===== src/rtl/ncl_dr_source.sv =====
// ncl_dr_source
//   Clocked-to-NCL boundary source. Buffers binary operand pairs in a small
//   FIFO and presents them to the NCL array as dual-rail DATA/NULL wavefronts.
//   It advances on the array's completion acknowledge, counts delivered
//   tokens and flags a stalled handshake phase.
//
// Ports
//   clk       system clock, all state on rising edge
//   init      synchronous active-high reset (shared with the NCL gate init)
//   in_valid  operand pair offered
//   in_ready  FIFO can accept (not full)
//   in_a      binary operand A, W lanes
//   in_b      binary operand B, W lanes
//   A         dual-rail A, lane i = A[2i+1:2i], 10 = one, 01 = zero, 00 = NULL
//   B         dual-rail B, same encoding
//   ack       asynchronous completion acknowledge (1 = request data, 0 = request null)
//   tokens    completed DATA wavefront count, wraps
//   err       sticky handshake-timeout flag
//
// state  | meaning
// IDLE   | bus NULL, waiting for ack_s=1 and a queued pair
// SEND   | DATA held on bus, waiting for ack_s=0
// RETURN | NULL held on bus, waiting for ack_s=1
module ncl_dr_source #(
  parameter int W       = 1,
  parameter int DEPTH   = 4,
  parameter int TIMEOUT = 1024
) (
  input  logic           clk,
  input  logic           init,
  input  logic           in_valid,
  output logic           in_ready,
  input  logic [W-1:0]   in_a,
  input  logic [W-1:0]   in_b,
  output logic [2*W-1:0] A,
  output logic [2*W-1:0] B,
  input  logic           ack,
  output logic [15:0]    tokens,
  output logic           err
);

  localparam int AW = $clog2(DEPTH);
  localparam int CW = $clog2(TIMEOUT + 1);
  localparam logic [CW-1:0] CNT_LIM = CW'(TIMEOUT - 1);

  typedef enum logic [1:0] {S_IDLE, S_SEND, S_RETURN} state_t;

  function automatic logic [2*W-1:0] dr_enc(input logic [W-1:0] v);
    logic [2*W-1:0] r;
    r = '0;
    for (int i = 0; i < W; i++) begin
      r[2*i+1] = v[i];
      r[2*i]   = ~v[i];
    end
    return r;
  endfunction

  // ack synchroniser
  logic ack_meta_q, ack_s_q;

  always_ff @(posedge clk) begin
    if (init) begin
      ack_meta_q <= 1'b0;
      ack_s_q    <= 1'b0;
    end else begin
      ack_meta_q <= ack;
      ack_s_q    <= ack_meta_q;
    end
  end

  // operand FIFO; pointers carry an extra wrap bit to tell full from empty
  logic [2*W-1:0] mem_q [DEPTH];
  logic [AW:0]    wr_ptr_q, rd_ptr_q;
  logic           full, empty, push, pop;
  logic [W-1:0]   head_a, head_b;

  assign full     = (wr_ptr_q[AW] != rd_ptr_q[AW]) && (wr_ptr_q[AW-1:0] == rd_ptr_q[AW-1:0]);
  assign empty    = (wr_ptr_q == rd_ptr_q);
  assign push     = in_valid && !full;
  assign in_ready = !full;
  assign {head_a, head_b} = mem_q[rd_ptr_q[AW-1:0]];

  always_ff @(posedge clk) begin
    if (push) mem_q[wr_ptr_q[AW-1:0]] <= {in_a, in_b};
  end

  always_ff @(posedge clk) begin
    if (init) begin
      wr_ptr_q <= '0;
      rd_ptr_q <= '0;
    end else begin
      if (push) wr_ptr_q <= wr_ptr_q + (AW+1)'(1);
      if (pop)  rd_ptr_q <= rd_ptr_q + (AW+1)'(1);
    end
  end

  // handshake FSM
  state_t         state_q, state_d;
  logic [2*W-1:0] a_q, a_d, b_q, b_d;
  logic [15:0]    tokens_q, tokens_d;
  logic [CW-1:0]  cnt_q, cnt_d;
  logic           err_q, err_d;

  always_ff @(posedge clk) begin
    if (init) begin
      state_q  <= S_IDLE;
      a_q      <= '0;
      b_q      <= '0;
      tokens_q <= '0;
      cnt_q    <= '0;
      err_q    <= 1'b0;
    end else begin
      state_q  <= state_d;
      a_q      <= a_d;
      b_q      <= b_d;
      tokens_q <= tokens_d;
      cnt_q    <= cnt_d;
      err_q    <= err_d;
    end
  end

  always_comb begin
    state_d  = state_q;
    a_d      = a_q;
    b_d      = b_q;
    tokens_d = tokens_q;
    err_d    = err_q;
    pop      = 1'b0;
    // saturate at the limit so err stays set without the counter wrapping
    cnt_d    = (cnt_q == CNT_LIM) ? cnt_q : cnt_q + CW'(1);
    case (state_q)
      S_IDLE: begin
        cnt_d = '0;
        if (ack_s_q && !empty) begin
          pop     = 1'b1;
          a_d     = dr_enc(head_a);
          b_d     = dr_enc(head_b);
          state_d = S_SEND;
        end
      end
      S_SEND: begin
        if (cnt_q == CNT_LIM) err_d = 1'b1;
        if (!ack_s_q) begin
          a_d      = '0;
          b_d      = '0;
          tokens_d = tokens_q + 16'd1;
          cnt_d    = '0;
          state_d  = S_RETURN;
        end
      end
      S_RETURN: begin
        if (cnt_q == CNT_LIM) err_d = 1'b1;
        if (ack_s_q) state_d = S_IDLE;
      end
      default: state_d = S_IDLE;
    endcase
  end

  assign A      = a_q;
  assign B      = b_q;
  assign tokens = tokens_q;
  assign err    = err_q;

endmodule


===== config.mk =====
export PLATFORM = sky130hd
export DESIGN_NAME = ncl_dr_source
export DESIGN_NICKNAME = d
export VERILOG_FILES = /design/src/rtl/ncl_dr_source.sv
export SDC_FILE = /design/constraint.sdc
export NUM_CORES = 1
export LEC_CHECK = 0
export BUFFER_PORTS_ARGS = -buffer_cell sky130_fd_sc_hd__buf_2
export CAP_MARGIN = 20
export CORE_MARGIN = 1
export CORE_UTILIZATION = 50
export CTS_CLUSTER_DIAMETER = 40
export CTS_CLUSTER_SIZE = 28
export DETAILED_ROUTE_END_ITERATION = 12
export PLACE_DENSITY = 0.72
export RECOVER_POWER = 50
export SYNTH_ARGS = -nofsm -noshare
export SYNTH_HDL_FRONTEND = slang
export SYNTH_SLANG_ARGS = --single-unit

===== constraint.sdc =====
create_clock -name clk -period 4.6 [get_ports clk]
set_clock_uncertainty 0.2 [all_clocks]
set_input_delay 0.92 -clock clk [delete_from_list [all_inputs] [get_ports clk]]
set_output_delay 0.92 -clock clk [all_outputs]
set_load 0.005 [all_outputs]

==> results of run 1 <==
layout make-up:
| cell class | count | area (um2) |
|---|---|---|
| Clock buffer | 6 | 72.6 |
| Clock inverter | 2 | 35.0 |
| Fill cell | 392 | 1810 |
| Inverter | 9 | 33.8 |
| Multi-Input combinational cell | 172 | 1240 |
| Sequential cell | 52 | 1120 |
| Tap cell | 52 | 65.1 |
| Timing Repair Buffer | 27 | 131 |
final timing paths:
check	from	end	slack, ps
min	ack_meta_q	ack_s_q	240
max	init	B[0]	2100
min reg2reg	ack_meta_q	ack_s_q	240
max reg2reg	state_q[1]	tokens[14]	2540
cells in the mapped netlist, types with 3 or more instances:
| cell | number | area share |
|---|---|---|
| ha_1 | 10 | 0.052 |
| or2_2 | 3 | 0.0078 |
| nand2b_1 | 6 | 0.016 |
| nand4_1 | 3 | 0.0078 |
| edfxtp_1 | 8 | 0.099 |
| xnor2_1 | 11 | 0.040 |
| o21ai_0 | 5 | 0.010 |
| nand3b_1 | 3 | 0.0093 |
| and2_1 | 4 | 0.010 |
| and3_1 | 3 | 0.0078 |
| inv_1 | 9 | 0.014 |
| dfxtp_1 | 44 | 0.36 |
| nand2_1 | 13 | 0.020 |
| nor3_1 | 7 | 0.014 |
| clkbuf_1 | 3 | 0.0047 |
| xor2_1 | 9 | 0.033 |
| a21oi_1 | 13 | 0.027 |
| nor2_1 | 31 | 0.048 |
| or3_1 | 5 | 0.013 |
| nor2b_1 | 6 | 0.016 |
| nand3_1 | 5 | 0.010 |
| mux2i_1 | 9 | 0.037 |
state kept, by name (all words and copies together) (netlist names), named ones only:
register and count:
B 2, wr_ptr_q 3, cnt_q 11, A 2, mem_q 8, rd_ptr_q 3
ack_s_q 1, err 1, state_q 2, tokens 16, ack_meta_q 1
per-stage QoR:
stage	area, um2	hold WS (ps)	power [mW]	cells
2_1_floorplan	2420	214	0.523	239
3_3_place_gp	2590	216	0.535	312
3_5_place_dp	2590	224	0.537	312
4_1_cts	2700	247	0.844	320
5_1_grt	2700	256	0.871	320
6_report	2700	242	0.831	320
layer usage:
| layer | wire length [um] | vias up | part of all wire | global-route usage |
|---|---|---|---|---|
| li1 | - | 889 | - | - |
| met5 | 0 | - | 0 | 0 |
| met3 | 119 | 8 | 0.029 | 0.0464 |
| met1 | 2080 | 797 | 0.50 | 0.249 |
| met4 | 64 | 0 | 0.015 | 0.0654 |
| met2 | 1900 | 20 | 0.46 | 0.292 |
kinds of logic after synthesis:
logic type      count (synthesis)  synth area share
simple gates                   97             0.226
xor+xnor                       20            0.0725
flops                          52             0.464
compound gates                 32            0.0973
mux                            13            0.0652
fa+ha+maj                      10            0.0518
buf+inv                        15            0.0238
report_power, final:
group / total, mW / switching (mW) / internal [mW]
Clock: 0.305 / 0.144 / 0.162
Sequential: 0.479 / 0.00777 / 0.471
Combinational: 0.0471 / 0.0266 / 0.0205
Total: 0.831 / 0.178 / 0.653
==> results_dict.tcl, run 1 <==
set metrics [dict create \
    status "complete, but fails checks" \
    failed_checks "max-capacitance violations, max-slew violations" \
    syn_inst 239 \
    nets 283 \
    path_buf_inv 1 \
    core_area_um2 4500 \
    cts_root_buffer "clkbuf_8" \
    slowest_delay_ps 1060 \
    syn-cell-area_um2 2420 \
    crit_cells 4 \
    grt_max_degree 40 \
    ys_seq_area_frac 0.464 \
    cts_resized 0 \
    rsz0062_at_grt "no" \
    maxCapViolations 1 \
    slowest_stage "clkbuf_1" \
    peakVddDrop_uv 201 \
    yosys_warnings 0 \
    grt_pass1_wl_um 7450 \
    slew_violations 39 \
    cts_buffers 5 \
    syn_to_final_growth_pct 11.6 \
    worst_pin_slew_ps 1500 \
    start_kind "primary input" \
    setup_viol 0 \
    syn_nets 255 \
    io_buffers 27 \
    dp_slack_ps 2380 \
    grtUsageTotal 0.185 \
    hold_depth 1 \
    path_cells "clkbuf_1 -> a21oi_1 -> nand2_1 -> mux2i_1" \
    yosys_most_used_dff "dfxtp_1" \
    final_cell_mix "dfxtp_1, nor2_1, buf_2, nand2_1, a21oi_1" \
    routabilityCongestion 0.781 \
    synth.distinct_cells 43 \
    dp_hpwl_um 3020 \
    cp_max_fo 39 \
    cp_data_required_time_ps 4590 \
    fin_setup_tns_ps 0 \
    post_drt_via_cell_ratio 5.36 \
    finalWorstSetupSlack_ps 2100 \
    die_x_um 71.5 \
    hold_buffers 0 \
    leakagePower_nw 1.08 \
    start_util 0.537 \
    die_height_um 71.5 \
    routed_wl_um 4160 \
    cts_sinks 52 \
    cts_setup_buffers 0 \
    finalCritPeriodShare 0.543 \
    grt_pass1_vias 1665 \
    route.detailed.drc 0 \
    path_class "in2reg" \
    vias 1714 \
    cts_tree "built" \
    arrival_ps 2490 \
    powerDensity_nw_per_um2 308 \
    num_rows 24 \
    final_common_cell "dfxtp_1" \
    crit_path_end_kind "flip-flop" \
    dieArea_um2 5120 \
    synth-edff-count 8 \
    htreeDepth 2 \
    path_clk_slew_ps 90 \
    finalCriticalPeriod_ps 2500 \
    finalHoldViolations 0 \
    cp_top_family "buffers and inverters" \
    fmax_mhz 400 \
    first_pass_iters 4 \
    drtIter0Drc 92 \
    final_core_util 0.599 \
    io_pins 28 \
    rr_worst_depth 6 \
    slew_headroom -0.000515 \
    antenna_found_initial 0 \
    clock_path_buffers 2 \
    diodes 0 \
    clk_latency_ps 300 \
    layout-drive-gt1-share 0.179 \
    min_path_type "reg2reg" \
    synth-async-reset-ratio 0 \
    grt-ovfl-total 0 \
    ys_ff_latch 52 \
    ant_nets 0 \
    avgSynthCellArea_um2 10.1 \
    post_drt_wl_per_cell_um 13.0 \
]
Power figures use the tool's default switching activity.
==> run 2, diff against run 1 <==
==> constraint.sdc (replaced) <==
create_clock -name clk -period 2.4 [get_ports clk]
set_clock_uncertainty 0.2 [all_clocks]
set_input_delay 0.48 -clock clk [delete_from_list [all_inputs] [get_ports clk]]
set_output_delay 0.48 -clock clk [all_outputs]
set_load 0.005 [all_outputs]
==> run 2 against run 1 <==
The flow now finishes without violations. Routed wire length down 2.1%. Non-clock buffer count up 1. Sequential share of layout area about the same. Register-to-register slack worse by 2200 ps. First-iteration DRC count down 62%. Sequential power up 91%. Critical endpoint is now in_ready.
==> results_dict.tcl, run 2 (synthesis results as in run 1) <==
set metrics [dict create \
    status "finished clean" \
    die_x_um 71.5 \
    final_cell_mix "dfxtp_1, nor2_1, buf_2, nand2_1, a21oi_1" \
    reg2reg_from "state_q[1]" \
    num_rows 24 \
    cts_resized 0 \
    start_util 0.537 \
    core_area_um2 4500 \
    syn_to_final_growth_pct 11.5 \
    slew_violations 0 \
    cp_top_family "flip-flops" \
    cp-startpoint "wr_ptr_q[1]" \
    cts_tree "built" \
    grt_pass1_wl_um 6910 \
    dieArea_um2 5120 \
    io_buffers 27 \
    largest_reg_flops 16 \
    fmax_mhz 484 \
    grt-ovfl-total 0 \
    cts_setup_buffers 0 \
    io_pins 28 \
    diodes 0 \
    layout-drive-gt1-share 0.152 \
    dp_hpwl_um 2980 \
    slowest_stage "dfxtp_1" \
    final_core_util 0.598 \
    rsz0062_at_grt "no" \
    grt_pass1_vias 1567 \
    powerDensity_nw_per_um2 592 \
    finalHoldViolations 0 \
    p_total_mw 1.60 \
    htreeDepth 2 \
    post_drt_via_cell_ratio 5.34 \
    nets 284 \
    die_height_um 71.5 \
    route.detailed.drc 0 \
    clock_path_buffers 2 \
    slew_headroom 0.389 \
    drtIter0Drc 35 \
    finalCriticalPeriod_ps 2070 \
    worst_pin_slew_ps 917 \
    maxCapViolations 0 \
    crit_path_end_kind "output port" \
    cp_max_fo 5 \
    leakagePower_nw 1.05 \
    slowest_delay_ps 440 \
    setup_viol 0 \
    hold_buffers 0 \
    path_clk_slew_ps 90 \
    finalCritPeriodShare 0.861 \
    routabilityCongestion 0.766 \
    hp-start "ack" \
    ant_nets 0 \
    final_common_cell "dfxtp_1" \
    cts_sinks 52 \
    arrival_ps 1390 \
    antenna_found_initial 0 \
    start_kind "flip-flop" \
    first_pass_iters 4 \
    clk_latency_ps 300 \
    grt_max_degree 24 \
    fin_setup_tns_ps 0 \
    peakVddDrop_uv 312 \
    path_buf_inv 1 \
    post_drt_wl_per_cell_um 12.7 \
    cts_root_buffer "clkbuf_8" \
    placed_cell_area_um2 2600 \
    cp_data_required_time_ps 1720 \
    path_class "reg2out" \
    stdcell_area_um2 2700 \
    grtUsageTotal 0.171 \
    path_cells "xor2_1 -> or3_1 -> buf_2" \
    vias 1714 \
    routed_wl_um 4070 \
    cts_buffers 5 \
    min_path_type "in2reg" \
]
## run 2: path summary, 6_finish.rpt
path / to / slack (ps) / cells after the start
hold reg to reg: cnt_q[10] / 250 / 2
hold / removal: ack_meta_q / 200 / 2
setup / recovery: in_ready / 330 / 3
setup reg to reg: tokens[12] / 380 / 6
## run 2: routing by layer
layer | vias to the layer above | part of all wire | track usage
li1 | 890 | - | -
met1 | 792 | 0.50 | 0.227
met2 | 24 | 0.46 | 0.276
met3 | 8 | 0.023 | 0.0338
met4 | 0 | 0.017 | 0.0719
met5 | - | 0 | 0
## run 2: power by group
| part | switching (mW) | total [mW] | internal [mW] |
|---|---|---|---|
| clock network | 0.280 | 0.589 | 0.309 |
| registers | 0.0149 | 0.917 | 0.902 |
| logic | 0.0505 | 0.0899 | 0.0394 |
| total | 0.345 | 1.60 | 1.25 |
## run 2: area by class of cell
class                           count  area, um2
Fill cell                         394       1810
Inverter                            9       33.8
Multi-Input combinational cell    172       1240
Tap cell                           52       65.1
Clock buffer                        5       68.8
Timing Repair Buffer               28        125
Sequential cell                    52       1120
Clock inverter                      3       42.5
## run 2: through the flow
stage                     hold slack, ps  cells  setup slack [ps]
after detailed placement             237    313               407
after global routing                 181    321               254
after global placement               219    313               477
after floorplan                      214    239               625
final                                200    321               335
after CTS                            182    321               335
==> run 3, diff against run 2 <==
--- a/config.mk
+++ b/config.mk
@@ -12,7 +12,7 @@
 export CTS_CLUSTER_DIAMETER = 40
 export CTS_CLUSTER_SIZE = 28
 export DETAILED_ROUTE_END_ITERATION = 12
-export PLACE_DENSITY = 0.72
+export PLACE_DENSITY_LB_ADDON = 0.08
 export RECOVER_POWER = 50
 export SYNTH_ARGS = -nofsm -noshare
 export SYNTH_HDL_FRONTEND = slang
==> run 3 against run 2 <==
Largest cell class unchanged. Clock power rose by 17%. Final cell count stayed put. Critical path depth unchanged.
==> results_dict.tcl, run 3 (synthesis results as in run 1) <==
set metrics [dict create \
    powerDensity_nw_per_um2 627 \
    n_fill_cell 421 \
    met1_length_um 2110 \
    p_total_mw 1.70 \
    io_buffers 27 \
    cts_root_buffer "clkbuf_8" \
    path_cells "xor2_1 -> or3_1 -> buf_2" \
    start_kind "flip-flop" \
    seqCellArea_um2 1120 \
    final_common_cell "dfxtp_1" \
    post_drt_wl_per_cell_um 12.9 \
    dieArea_um2 5120 \
    first_pass_iters 4 \
    ant_nets 0 \
    reg2reg_from "state_q[1]" \
    htreeDepth 2 \
    diodes 0 \
    cts_buffers 5 \
    arrival_ps 1350 \
    layout-drive-gt1-share 0.141 \
    final_cell_mix "dfxtp_1, nor2_1, buf_2" \
    io_pins 28 \
    peakVddDrop_uv 426 \
    cp-startpoint "wr_ptr_q[1]" \
    grt-ovfl-total 0 \
    largest_reg_flops 16 \
    syn_to_final_growth_pct 12.3 \
    leakagePower_nw 1.05 \
    fmax_mhz 492 \
    status "finished clean" \
    start_util 0.537 \
    cts_setup_buffers 0 \
    clk_latency_ps 300 \
    slowest_delay_ps 430 \
    clock_path_buffers 2 \
    path_buf_inv 1 \
    route.met3.wl_um 119 \
    slew_violations 0 \
    slew_headroom 0.308 \
    antenna_found_initial 0 \
    maxCapViolations 0 \
    wl_met2_um 1910 \
    grtUsageTotal 0.182 \
    routed_wl_um 4150 \
    cts_resized 0 \
    cp_data_required_time_ps 1720 \
    slowest_stage "dfxtp_1" \
    dp_hpwl_um 3070 \
    vias 1735 \
    highest_layer "met4" \
    fin_setup_tns_ps 0 \
    multi_input_area_um2 1240 \
    die_height_um 71.5 \
    cp_max_fo 5 \
    rsz0062_at_grt "no" \
    finalCriticalPeriod_ps 2030 \
    min_path_type "in2reg" \
    hold_buffers 0 \
    nets 284 \
    setup_viol 0 \
    worst_pin_slew_ps 1040 \
    route.detailed.drc 0 \
    num_rows 24 \
    drtIter0Drc 41 \
    finalHoldViolations 0 \
    path_clk_slew_ps 80 \
    crit_path_end_kind "output port" \
    core_area_um2 4500 \
    post_drt_via_cell_ratio 5.40 \
    grt_pass1_wl_um 7440 \
    grt_max_degree 28 \
    finalCritPeriodShare 0.846 \
    cts_tree "built" \
    hp-start "ack" \
    cts_sinks 52 \
    path_class "reg2out" \
    grt_pass1_vias 1636 \
    cp_top_family "flip-flops" \
    die_x_um 71.5 \
    routabilityCongestion 0.754 \
]
run 3: cell types whose count changed in the layout (fill, tap and decap cells not counted), sizes merged:
| cell | previous run | this run |
|---|---|---|
| buf | 17 | 16 |
| bufinv | 1 | 2 |
| clkbuf | 16 | 18 |
| clkinv | 1 | 0 |
| clkinvlp | 1 | 0 |
run 3: path summary, 6_finish.rpt:
kind	end	slack, ps	cells past startpoint
min reg2reg	ack_s_q	240	1
max reg2reg	tokens[12]	410	6
min	ack_meta_q	200	2
max	in_ready	370	3
run 3: power breakdown:
part,leakage (nW),switching [mW],internal (mW)
Combinational,0.554,0.0524,0.0399
Clock,0.0654,0.275,0.417
Sequential,0.429,0.0147,0.902
run 3: stage by stage:
stage | area [um2] | utilization | std cells | setup slack (ps) | hold slack, ps
6_report | 2710 | 0.603 | 321 | 369 | 196
5_1_grt | 2710 | 0.603 | 321 | 223 | 197
4_1_cts | 2730 | 0.607 | 321 | 348 | 188
3_5_place_dp | 2600 | 0.578 | 313 | 419 | 220
3_3_place_gp | 2600 | 0.578 | 313 | 480 | 224
2_1_floorplan | 2420 | - | 239 | 625 | 214
run 3: layout make-up:
| class | instances | area share |
|---|---|---|
| flip-flops and latches | 52 | 0.413 |
| inverters | 9 | 0.0124 |
| well taps | 52 | 0.0240 |
| repair buffers | 28 | 0.0452 |
| clock inverters | 2 | 0.0221 |
| clock buffers | 6 | 0.0267 |
| multi-input cells | 172 | 0.456 |
run 3: routing by layer:
metal / global-route usage / up-vias
li1: - / 891
met1: 0.249 / 816
met2: 0.295 / 26
met3: 0.0380 / 2
met4: 0.0523 / 0
met5: 0 / -
run 3: worst register-to-register path, cell delays in order (launching register included):
cell and delay (ps):
dfxtp_1 330, inv_1 90, ha_1 270, nand3b_1 230, nor4_2 450, a21oi_1 120, a31o_2 220
